File: config.mk
export PLATFORM = sky130hd
export DESIGN_NAME = fetch_unit
export DESIGN_NICKNAME = d
export VERILOG_FILES = /design/src/rtl/fetch_unit.sv
export SDC_FILE = /design/constraint.sdc
export NUM_CORES = 1
export LEC_CHECK = 0
export CORE_MARGIN = 5
export CORE_UTILIZATION = 29
export DETAILED_ROUTE_END_ITERATION = 8
export DONT_BUFFER_PORTS = 1
export PLACE_DENSITY = 0.42
export SETUP_SLACK_MARGIN = 0.15
export SLEW_MARGIN = 25
export SYNTH_ARGS = -nofsm -noshare
export SYNTH_HDL_FRONTEND = slang
export SYNTH_SLANG_ARGS = --single-unit
File: constraint.sdc
create_clock -name clk -period 8.4 [get_ports clk]
set_clock_uncertainty 0.15 [all_clocks]
set_input_delay 0.84 -clock clk [delete_from_list [all_inputs] [get_ports clk]]
set_output_delay 0.84 -clock clk [all_outputs]
set_load 0.02 [all_outputs]
File: src/rtl/fetch_unit.sv
// Instruction-fetch front end: owns the PC, issues word fetches and queues
// returned instructions with their PCs for decode; redirects flush and drain.
module fetch_unit #(
    parameter int              XLEN     = 32,
    parameter int              DEPTH    = 4,
    parameter logic [XLEN-1:0] RESET_PC = '0
) (
    input  logic                     clk,
    input  logic                     rst,
    output logic                     imem_req_valid,
    input  logic                     imem_req_ready,
    output logic [XLEN-1:0]          imem_req_addr,
    input  logic                     imem_rsp_valid,
    input  logic [31:0]              imem_rsp_data,
    input  logic                     redirect_valid,
    input  logic [XLEN-1:0]          redirect_pc,
    output logic                     dec_valid,
    input  logic                     dec_ready,
    output logic [31:0]              dec_inst,
    output logic [XLEN-1:0]          dec_pc,
    output logic [$clog2(DEPTH):0]   occupancy
);

    localparam int PW = $clog2(DEPTH);
    localparam int CW = PW + 1;

    typedef enum logic {RUN, DRAIN} state_t;

    state_t            state, state_next;
    logic              rst_q;
    logic [XLEN-1:0]   fetch_pc;
    logic [PW-1:0]     head, tail, fill_ptr;
    logic [CW-1:0]     count, pend, drop_cnt, drop_next;
    logic [XLEN-1:0]   pc_mem   [DEPTH];
    logic [31:0]       inst_mem [DEPTH];
    logic [DEPTH-1:0]  filled;
    logic              acc, pop, fill, drop;
    logic              unused_ok;

    assign unused_ok      = ^redirect_pc[1:0];
    assign imem_req_addr  = fetch_pc;
    assign imem_req_valid = !rst_q && (count < CW'(DEPTH)) && !redirect_valid;
    assign dec_valid      = filled[head] && !redirect_valid;
    assign dec_inst       = inst_mem[head];
    assign dec_pc         = pc_mem[head];
    assign occupancy      = count;

    assign acc  = imem_req_valid && imem_req_ready;
    assign pop  = dec_valid && dec_ready;
    assign drop = imem_rsp_valid && (state == DRAIN);
    assign fill = imem_rsp_valid && (state == RUN);

    always_ff @(posedge clk or posedge rst) begin
        if (rst) begin
            state    <= RUN;
            drop_cnt <= '0;
        end else begin
            state    <= state_next;
            drop_cnt <= drop_next;
        end
    end

    // Responses still owed for flushed fetches are counted and discarded.
    always_comb begin
        drop_next  = drop_cnt;
        state_next = state;
        if (redirect_valid)
            drop_next = drop_cnt + pend - CW'(imem_rsp_valid);
        else if (drop)
            drop_next = drop_cnt - CW'(1);
        unique case (state)
            RUN:   if (redirect_valid && drop_next != '0) state_next = DRAIN;
            DRAIN: if (drop_next == '0) state_next = RUN;
            default: state_next = RUN;
        endcase
    end

    always_ff @(posedge clk or posedge rst) begin
        if (rst) begin
            rst_q    <= 1'b1;
            fetch_pc <= RESET_PC;
            head     <= '0;
            tail     <= '0;
            fill_ptr <= '0;
            count    <= '0;
            pend     <= '0;
            filled   <= '0;
            for (int i = 0; i < DEPTH; i++) begin
                pc_mem[i]   <= '0;
                inst_mem[i] <= '0;
            end
        end else begin
            rst_q <= 1'b0;
            if (redirect_valid) begin
                fetch_pc <= {redirect_pc[XLEN-1:2], 2'b00};
                head     <= '0;
                tail     <= '0;
                fill_ptr <= '0;
                count    <= '0;
                pend     <= '0;
                filled   <= '0;
            end else begin
                if (acc) begin
                    pc_mem[tail] <= fetch_pc;
                    filled[tail] <= 1'b0;
                    tail         <= tail + PW'(1);
                    fetch_pc     <= fetch_pc + XLEN'(4);
                end
                if (fill) begin
                    inst_mem[fill_ptr] <= imem_rsp_data;
                    filled[fill_ptr]   <= 1'b1;
                    fill_ptr           <= fill_ptr + PW'(1);
                end
                if (pop)
                    head <= head + PW'(1);
                count <= count + CW'(acc) - CW'(pop);
                pend  <= pend + CW'(acc) - CW'(fill);
            end
        end
    end

endmodule

Yosys cells after proc, flatten, opt, wreduce, memory -nomap -nowiden
Cells that the tools add are included.
{ "word_totals": {"output_inout_bits": 101, "elab_cells": 106, "register_bits": 309, "in_bits": 70} }
{ "op_classes": {"n_mux": 37, "add_sub_neg": 11, "reduce_logical": 21, "bitwise": 8, "magnitude_cmp": 11} }
{ "op_table": {"columns": ["operator", "count"], "rows": [
  ["bitwise mux 128 bit", 2],
  ["two-way mux 32 bit", 8],
  ["binary-select mux 32 bit (select 2 bit)", 2],
  ["demux 32 bit (select 2 bit)", 2],
  ["adder 32 x 3 -> 32 bit, second input constant", 1],
  ["two-way mux 4 bit", 4],
  ["logical AND 1 bit", 12],
  ["two-way mux 2 bit", 6],
  ["two-way mux 3 bit", 4],
  ["greater-or-equal comparator 3 bit, second input constant", 3],
  ["less-than comparator 2 x 3 -> 1 bit, second input constant", 3],
  ["NOT 2 -> 3 bit", 3],
  ["subtractor 3 x 1 -> 3 bit", 3],
  ["adder 2 x 1 -> 2 bit, second input constant", 3],
  ["adder 3 x 1 -> 3 bit", 2],
  ["less-than comparator 3 x 1 -> 1 bit, second input constant", 2],
  ["nonzero test 2 bit", 3],
  ["two-way mux 1 bit", 5],
  ["AND 4 bit", 1],
  ["demux 1 bit (select 2 bit)", 2],
  ["greater-or-equal comparator 2 x 1 -> 1 bit, second input constant", 2],
  ["NOT 4 bit", 1],
  ["OR 4 bit", 1],
  ["AND reduction 2 bit", 2],
  ["9 further kinds", 11]
]} }

Logic depth before layout (Yosys ltp)
Gate-level depths: netlist of the first run.
{ "logic_depth": {"ltp_word": 11, "ltp_mapped": 10} }

Worst setup path before layout of the first run
OpenSTA, ideal clock, no wires.
{ "synth_timing": {"path_type": "input-to-output", "startpoint": "input redirect_valid", "endpoint": "output imem_req_valid", "arrival_time_ns": 1.890, "cell_stages": 4, "slack_ns": 5.520, "required_ns": 7.410, "cell_sequence": "clkbuf_1 -> buf_2 -> buf_1 -> nor3_1"} }
{ "synth_between": {"elab_chain_len": 2} }
{ "synth_lines": {"columns": ["item", "line_no", "rtl"], "rows": [
  ["start: declaration", "15", "input logic redirect_valid,"],
  ["zero test 1 bit", "42", "assign imem_req_valid = !rst_q && (count < CW'(DEPTH)) && !redirect_valid;"],
  ["logical AND 1 bit", "42", null],
  ["end: declaration", "10", "output logic imem_req_valid,"]
]} }
Every way passes these cells.

Worst setup path in the final report of the first run
{ "layout_timing": {"startpoint": "register head[0]", "endpoint": "output dec_valid"} }
{ "layout_between": {"elab_chain_len": 3} }
{ "layout_lines": {"columns": ["item", "line_no", "rtl"], "rows": [
  ["start: declaration", "32", "logic [PW-1:0] head, tail, fill_ptr;"],
  ["start signal: assignment", "115", "head <= head + PW'(1);"],
  ["binary-select mux 1 bit (select 2 bit)", "43", "assign dec_valid = filled[head] && !redirect_valid;"],
  ["two-way mux 1 bit (implied by the code)", "43", null],
  ["logical AND 1 bit", "43", null],
  ["end: declaration", "17", "output logic dec_valid,"]
]} }
Every way passes these cells. The select of a mux whose other input is x is not followed.

==> results of run 1 <==
cell families (layout without fill, tap and decap cells):
family,Yosys count,count (layout),synth area share [%]
mux,304,304,30.1
flops,299,299,54.4
simple gates,141,141,5.78
buf+inv,93,95,3.19
compound gates,65,65,3.15
fa+ha+maj,20,20,1.98
xor+xnor,20,20,1.37
other cells,1,5,0.0273
cell type report:
type | count | area [sq um]
repair buffers | 13 | 123
fillers | 4602 | 31300
flip-flops and latches | 299 | 7490
clock buffers | 54 | 1100
inverters | 19 | 75.1
clock inverters | 9 | 77.6
well taps | 607 | 759
multi-input cells | 555 | 5870
power groups by stage:
| stage | Sequential (W) | Combinational, W | Clock (W) |
|---|---|---|---|
| after floorplan | 0.00197 | 0.000940 | 0 |
| after global placement | 0.00207 | 0.00105 | 0 |
| after detailed placement | 0.00207 | 0.00109 | 0 |
| after CTS | 0.00204 | 0.00109 | 0.00164 |
| after global routing | 0.00209 | 0.00116 | 0.00169 |
| final | 0.00204 | 0.00106 | 0.00156 |
metrics by stage:
| stage | power, W | util [%] |
|---|---|---|
| after floorplan | 0.00291 | - |
| after global placement | 0.00312 | 30.5 |
| after detailed placement | 0.00315 | 30.6 |
| after CTS | 0.00477 | 33.1 |
| after global routing | 0.00494 | 33.1 |
| final | 0.00466 | 33.1 |
worst max-delay path by stage:
stage	start	endpoint	slack [ps]
6_report	head[0]	dec_valid	4560
3_3_place_gp	head[0]	occupancy[2]	4250
3_5_place_dp	head[0]	occupancy[2]	4690
5_1_grt	head[0]	dec_valid	4330
4_1_cts	head[0]	dec_valid	4390
2_1_floorplan	rst	drop_cnt[0]	3440
state kept, by name, summed over array words and instances (netlist names):
signal         count
inst_mem         128
pc_mem           120
imem_req_addr     30
filled             4
drop_cnt           3
occupancy          3
pend               3
fill_ptr           2
head               2
tail               2
rst_q              1
state              1
cells in the final DEF, fill, tap and decap left out, types with 3 or more instances in the layout:
master,count
and3_4,3
clkbuf_16,39
inv_1,17
nand3_1,17
and3_1,4
o211ai_1,8
xnor2_1,9
buf_4,11
mux2_2,240
fa_1,3
o21ai_0,21
nand2_2,3
conb_1,5
o311ai_0,5
nor2_1,18
o31ai_1,7
or4_1,12
dfrtp_1,296
mux4_2,63
a21oi_1,4
clkbuf_1,8
clkbuf_8,7
a31o_2,4
a31oi_1,8
xor2_1,10
nand4_1,8
and4_1,4
nor2b_1,4
nand2_1,45
ha_1,17
clkinv_2,6
routing by layer:
metal	wire length [um]	global-route usage (%)	part of all wire (%)
met3	2370	4.31	6.7
met5	0	0	0
met1	15100	17.2	43
met2	17300	22.9	49
met4	727	3.90	2.0
==> results.json, run 1 <==
{
  "setup-tns-final_ps": 0,
  "dp.final_hpwl_um": 22100,
  "firstDrtPassIters": 4,
  "start_kind": "register",
  "drive_above_1_share_pct": 41.7,
  "clock-sinks": 299,
  "initial_core_util_pct": 29.4,
  "dp_cells": 1493,
  "grt_max_degree": 67,
  "rsz0062_at_grt": "false",
  "synthTopCellsByCount": "dfrtp_1, mux2_2, mux4_2",
  "die_area_sq_um": 51900,
  "pwr-share-clk_pct": 33.6,
  "final_design_area_no_fill_sq_um": 15500,
  "powerDensity_nw_per_um2": 301,
  "overflow": 0,
  "dp_worst_setup_slack_ps": 4690,
  "synth_most_common_cell": "dfrtp_1",
  "ys_seq_area_share_pct": 54.4,
  "path_clk_slew_ps": 60,
  "synth_cells": 943,
  "ctsHtreeMaxLevel": 2,
  "worst-path-buf-inv": 2,
  "slowest_delay_ps": 650,
  "core_area_sq_um": 46800,
  "rows": 79,
  "rrSetupSlack_ps": 4800,
  "hp-class": "input pin to asynchronous set/reset pin",
  "run_status": "complete, no violations",
  "drc": 0,
  "drtIter0Drc": 305,
  "post_cts_resize_count": 0,
  "internal_power_w": 0.00326,
  "cts_max_path_buffers": 3,
  "swShare_pct": 29.9,
  "synth_top_area_share_pct": 54.2,
  "comb_power_share_pct": 22.7,
  "grt_antenna_before_repair": 0,
  "grt_pass1_wl_um": 55500,
  "ant_nets": 0,
  "dieWidth_um": 228,
  "layout.cells.non_filler": 1556,
  "yosysUniqueCellTypes": 58,
  "gp_congestion": 0.703,
  "crit_fanout": 25,
  "synth_top_area_cell": "dfrtp_1",
  "maxCapViolations": 0,
  "wl_per_cell_um": 22.8,
  "fin_crit_ps": 3840,
  "r2r-start": "head[0]",
  "setup.worst_path.end_class": "output port",
  "setup_viol_count_final": 0,
  "r2r-end": "occupancy[2]",
  "num_vias": 7752,
  "cp.depth": 4,
  "cp.arrival_ps": 2850,
  "path_cells": "buf_12 -> buf_4 -> mux4_2 -> and2_1",
  "irDropWorstVdd_uv": 115,
  "hold_ws_ps": 154,
  "grt_usage_pct": 13.7,
  "power_frac_seq_pct": 43.7,
  "cts_tree": "built",
  "slew_headroom_pct": 31.7,
  "worstPathRequired_ps": 7410,
  "p_switching_w": 0.00139,
  "critical-path-top-delay-family": "buffers and inverters",
  "leakage_nw": 6.75,
  "worstSkewPairLatency_ps": 540,
  "timing.fmax_mhz": 260,
  "slew_violations": 0,
  "die_y_um": 228,
  "reg2regPathDepth": 11,
  "ys.flop_type": "dfrtp_1",
  "hold_violations": 0,
  "ios": 171,
  "tightest_slew_ps": 1020,
  "yosys_register_bits": 299,
  "viasPerCell": 4.98,
  "numCtsBuffers": 39,
  "crit_path_top_delay_cell": "dfrtp_4",
  "dpl_cell_area_sq_um": 14300,
  "synth_edf_count": 0,
  "area_growth_pct": 12.7,
  "hold_buffers": 0,
  "grt_pass1_vias": 8349,
  "synth-warning-count": 0,
  "portBuffers": 0,
  "final_nets": 1017,
  "timing.final.crit_share_pct": 45.7,
  "routed_wl_um": 35500,
  "critical_path_class": "register to output port",
  "cts_setup_buffers": 0,
  "n_antenna_cell": 0,
  "root_buffer": "clkbuf_16",
  "yosys-top-cells-area": "dfrtp_1, mux2_2, mux4_2",
  "fin_ws_ps": 4560,
  "avgSynthCellArea_sq_um": 14.6,
  "async_reset_ff_share_pct": 100,
  "synth.cell_area_sq_um": 13700
}
Power figures use the tool's default switching activity.
==> run 2, diff against run 1 <==
--- a/config.mk
+++ b/config.mk
@@ -9,7 +9,7 @@
 export CORE_UTILIZATION = 29
 export DETAILED_ROUTE_END_ITERATION = 8
 export DONT_BUFFER_PORTS = 1
-export PLACE_DENSITY = 0.42
+export PLACE_DENSITY = 0.41
 export SETUP_SLACK_MARGIN = 0.15
 export SLEW_MARGIN = 25
 export SYNTH_ARGS = -nofsm -noshare
==> constraint.sdc (replaced) <==
create_clock -name clk -period 3.75 [get_ports clk]
set_clock_uncertainty 0.15 [all_clocks]
set_input_delay 0.375 -clock clk [delete_from_list [all_inputs] [get_ports clk]]
set_output_delay 0.375 -clock clk [all_outputs]
set_load 0.02 [all_outputs]
==> results.json, run 2 (synthesis results as in run 1) <==
{
  "r2r-start": "occupancy[2]",
  "grt_max_degree": 92,
  "tightest_slew_ps": 914,
  "worstPathRequired_ps": 3220,
  "grt_antenna_before_repair": 0,
  "rows": 79,
  "num_vias": 8054,
  "ant_nets": 0,
  "path_clk_slew_ps": 60,
  "routed_wl_um": 35900,
  "dp.final_hpwl_um": 21500,
  "timing.fmax_mhz": 327,
  "cts_tree": "built",
  "initial_core_util_pct": 29.4,
  "setup.worst_path.end_class": "output port",
  "powerDensity_nw_per_um2": 657,
  "p_switching_w": 0.00318,
  "cts_setup_buffers": 0,
  "viasPerCell": 4.94,
  "ctsHtreeMaxLevel": 2,
  "ios": 171,
  "grt_pass1_vias": 8852,
  "largest_reg_flops": 128,
  "swShare_pct": 29.6,
  "crit_fanout": 49,
  "gr-usage-met3_pct": 3.52,
  "power_frac_seq_pct": 42.4,
  "r2r-end": "occupancy[2]",
  "layout.cells.non_filler": 1632,
  "clock-sinks": 299,
  "irDropWorstVdd_uv": 259,
  "dpl_cell_area_sq_um": 14400,
  "grt_usage_pct": 14.0,
  "worstSetupStartpoint": "head[1]",
  "comb_power_share_pct": 23.2,
  "fin_ws_ps": 690,
  "reg2regPathDepth": 9,
  "fin_crit_ps": 3060,
  "use_met2_pct": 23.0,
  "core_area_sq_um": 46800,
  "wl_per_cell_um": 22.0,
  "post_cts_resize_count": 0,
  "drive_above_1_share_pct": 39.5,
  "p_total_w": 0.0107,
  "worstSkewPairLatency_ps": 550,
  "firstDrtPassIters": 4,
  "final_design_area_no_fill_sq_um": 16300,
  "final_cell_mix": "dfrtp_1, mux2_2, dlygate4sd3_1",
  "use_met1_pct": 18.2,
  "pwr-share-clk_pct": 34.4,
  "gp_congestion": 0.676,
  "rrSetupSlack_ps": 920,
  "overflow": 0,
  "cp.arrival_ps": 2540,
  "run_status": "complete, no violations",
  "slew_headroom_pct": 39.0,
  "maxCapViolations": 0,
  "hold_violations": 0,
  "cts_max_path_buffers": 3,
  "endpoint": "dec_pc[22]",
  "numCtsBuffers": 38,
  "hp-class": "input pin to register",
  "timing.final.crit_share_pct": 81.6,
  "final_nets": 1089,
  "critical_path_class": "register to output port",
  "internal_power_w": 0.00756,
  "grt_pass1_wl_um": 57200,
  "setup_viol_count_final": 0,
  "die_area_sq_um": 51900,
  "dp_worst_setup_slack_ps": 923,
  "nFillCells": 4525,
  "top_usage_layer": "met2",
  "dp_cells": 1497,
  "root_buffer": "clkbuf_16",
  "drc": 0,
  "final_util_pct": 34.9,
  "area_growth_pct": 18.9,
  "final_common_cell": "dfrtp_1",
  "start_kind": "register",
  "drtIter0Drc": 269,
  "leakage_nw": 7.14,
  "dieWidth_um": 228,
  "regMostFlops": "inst_mem",
  "slew_violations": 0,
  "rsz0062_at_grt": "false",
  "portBuffers": 0,
  "n_antenna_cell": 0,
  "die_y_um": 228
}
run 2: cell types whose count changed in the layout (fill, tap and decap cells not counted), sizes merged:
cell,before,now
inv,18,17
dlygate4sd3,0,68
clkbuf,54,57
clkinv,8,7
bufinv,1,2
clkinvlp,1,2
buf,13,18
run 2: how the worst min path moves through the flow:
stage	start	cells after the start	end	slack (ps)
detailed placement	rst	1	inst_mem[59]	300
global placement	rst	1	inst_mem[59]	300
CTS	imem_rsp_valid	3	drop_cnt[2]	0.3
global route	imem_rsp_valid	3	drop_cnt[2]	30
floorplan	drop_cnt[2]	1	drop_cnt[2]	290
finish	imem_rsp_valid	3	drop_cnt[2]	40
run 2: final cells by class:
cell class	count	area [sq um]	share of cell area, %
inverters	19	75.1	0.459
flip-flops and latches	299	7490	45.8
clock buffers	57	1180	7.20
multi-input cells	555	5850	35.8
clock inverters	9	97.6	0.597
well taps	607	759	4.65
repair buffers	86	886	5.42
run 2: through the flow:
stage	hold slack, ps	setup TNS [ps]
detailed placement	299	0
global route	34.6	0
finish	41.7	0
floorplan	285	-222680
CTS	0.287	0
global placement	298	0
run 2: critical path, cell delays in order (launching register included):
cell and delay, ps:
dfrtp_4 610, buf_4 770, mux4_2 550
run 2: repair_timing:
action	CTS	global route
hold buffers	69	0
endpoints found under the hold margin	202	0
setup endpoints to repair	0	0
run 2: power groups by stage:
stage	registers, W	logic [W]	clock network [W]
final	0.00455	0.00249	0.00370
after global routing	0.00466	0.00272	0.00398
after CTS	0.00456	0.00255	0.00387
after detailed placement	0.00462	0.00246	0
after global placement	0.00460	0.00242	0
after floorplan	0.00442	0.00210	0
run 2: per-layer routing:
metal / vias to the layer above / wire length [um]
met4: 0 / 940
li1: 3600 / -
met2: 160 / 17600
met1: 4239 / 15700
met3: 55 / 1740
met5: - / 0
==> run 3, diff against run 2 <==
==> constraint.sdc (replaced) <==
create_clock -name clk -period 3.07 [get_ports clk]
set_clock_uncertainty 0.15 [all_clocks]
set_input_delay 0.307 -clock clk [delete_from_list [all_inputs] [get_ports clk]]
set_output_delay 0.307 -clock clk [all_outputs]
set_load 0.02 [all_outputs]
==> results.json, run 3 (synthesis results as in run 1) <==
{
  "wl_per_cell_um": 21.9,
  "hp-class": "input pin to register",
  "start_kind": "register",
  "grt_max_degree": 89,
  "min_path_cells": 4,
  "hold_violations": 0,
  "maxCapViolations": 0,
  "grt_pass1_vias": 8788,
  "run_status": "complete, no violations",
  "gp_congestion": 0.674,
  "die_area_sq_um": 51900,
  "n_antenna_cell": 0,
  "cts_max_path_buffers": 3,
  "setup-tns-final_ps": 0,
  "fin_ws_ps": 295,
  "numCtsBuffers": 37,
  "drc": 0,
  "dp.final_hpwl_um": 22200,
  "clock-sinks": 299,
  "ant_nets": 0,
  "worstPathRequired_ps": 2610,
  "drtIter0Drc": 271,
  "tightest_slew_ps": 648,
  "worstSkewPairLatency_ps": 540,
  "path_clk_slew_ps": 60,
  "largest_reg_flops": 128,
  "crit_top_cell": "buf_6",
  "slew_headroom_pct": 56.5,
  "setup_viol_count_final": 0,
  "drive_above_1_share_pct": 40.1,
  "slowest_delay_ps": 500,
  "cts_setup_buffers": 0,
  "slew_violations": 0,
  "crit_path_top_delay_cell": "mux4_2",
  "cts_tree": "built",
  "setup.worst_path.end_class": "output port",
  "timing.fmax_mhz": 360,
  "leakage_nw": 7.21,
  "portBuffers": 0,
  "crit_fanout": 39,
  "ios": 171,
  "cp.arrival_ps": 2320,
  "core_area_sq_um": 46800,
  "num_vias": 8140,
  "viasPerCell": 4.94,
  "die_y_um": 228,
  "fin_crit_ps": 2780,
  "routed_wl_um": 36000,
  "final_design_area_no_fill_sq_um": 16500,
  "dieWidth_um": 228,
  "rsz0062_at_grt": "false",
  "regMostFlops": "inst_mem",
  "irDropWorstVdd_uv": 314,
  "final_cell_mix": "dfrtp_1, mux2_2, dlygate4sd3_1",
  "grt_antenna_before_repair": 0,
  "timing.final.crit_share_pct": 90.4,
  "powerDensity_nw_per_um2": 783,
  "dp_worst_setup_slack_ps": 490,
  "final_nets": 1103,
  "reg2regPathDepth": 9,
  "dpl_cell_area_sq_um": 14600,
  "rows": 79,
  "initial_core_util_pct": 29.4,
  "p_total_w": 0.0130,
  "critical_path_class": "register to output port",
  "area_growth_pct": 20.3,
  "grt_usage_pct": 14.0,
  "firstDrtPassIters": 4,
  "grt_pass1_wl_um": 56900,
  "root_buffer": "clkbuf_16",
  "overflow": 0,
  "final_common_cell": "dfrtp_1",
  "path_cells": "buf_6 -> buf_6 -> mux4_2",
  "hold_ws_ps": 74.2,
  "ctsHtreeMaxLevel": 2
}
-- run 3: cell count changes in the layout (fill, tap and decap cells not counted), moves of 2 or more --
cell	delta
nand2_2	+2
buf_12	+12
buf_4	+2
clkbuf_1	+4
clkbuf_16	-2
clkinv_2	-3
nand2_4	-2
buf_6	+2
-- run 3: cell type report --
cell class              count  area [sq um]
fillers                  4601         30200
flip-flops and latches    299          7490
multi-input cells         555          5840
repair buffers            101          1150
clock buffers              59          1140
well taps                 607           759
inverters                  19          75.1
clock inverters             7          68.8
-- run 3: final timing paths --
| path | start | end | slack [ps] |
|---|---|---|---|
| max | head[1] | dec_pc[30] | 290 |
| min | imem_rsp_valid | fill_ptr[1] | 70 |
| max reg2reg | head[0] | occupancy[2] | 540 |
| min reg2reg | drop_cnt[2] | drop_cnt[2] | 310 |
| max in group asynchronous | rst | inst_mem[105] | 1780 |
| min in group asynchronous | rst | pc_mem[125] | 150 |
-- run 3: metal layers --
layer  global-route usage, %  share of wire (%)  up-vias
met5                       0                  0        -
met4                    3.88                2.0        0
met3                    3.71                5.5       44
met2                    23.1                 49      160
met1                    18.3                 44     4304
li1                        -                  -     3632
-- run 3: critical path, delay by kind of cell (launching register included) --
kind | cells | cell delay (ps)
multiplexers | 1 | 500
flip-flops | 1 | 410
buffers and inverters | 2 | 810
-- run 3: where the power goes --
group          switching [W]  total (W)  internal [W]
sequential          0.000587    0.00551       0.00493
clock                0.00170    0.00433       0.00263
combinational        0.00157    0.00311       0.00153
-- run 3: what timing repair did --
item                       4_1_cts  5_1_grt
setup endpoints to repair       26        0
hold endpoints to repair       200        0
hold buffers                    68        0
gates resized for setup          2        0
-- run 3: through the flow --
step / std cells / util, %
after global placement: 1513 / 31.3
after global routing: 1647 / 35.4
final: 1647 / 35.4
after CTS: 1647 / 35.4
after floorplan: 947 / -
after detailed placement: 1513 / 31.3
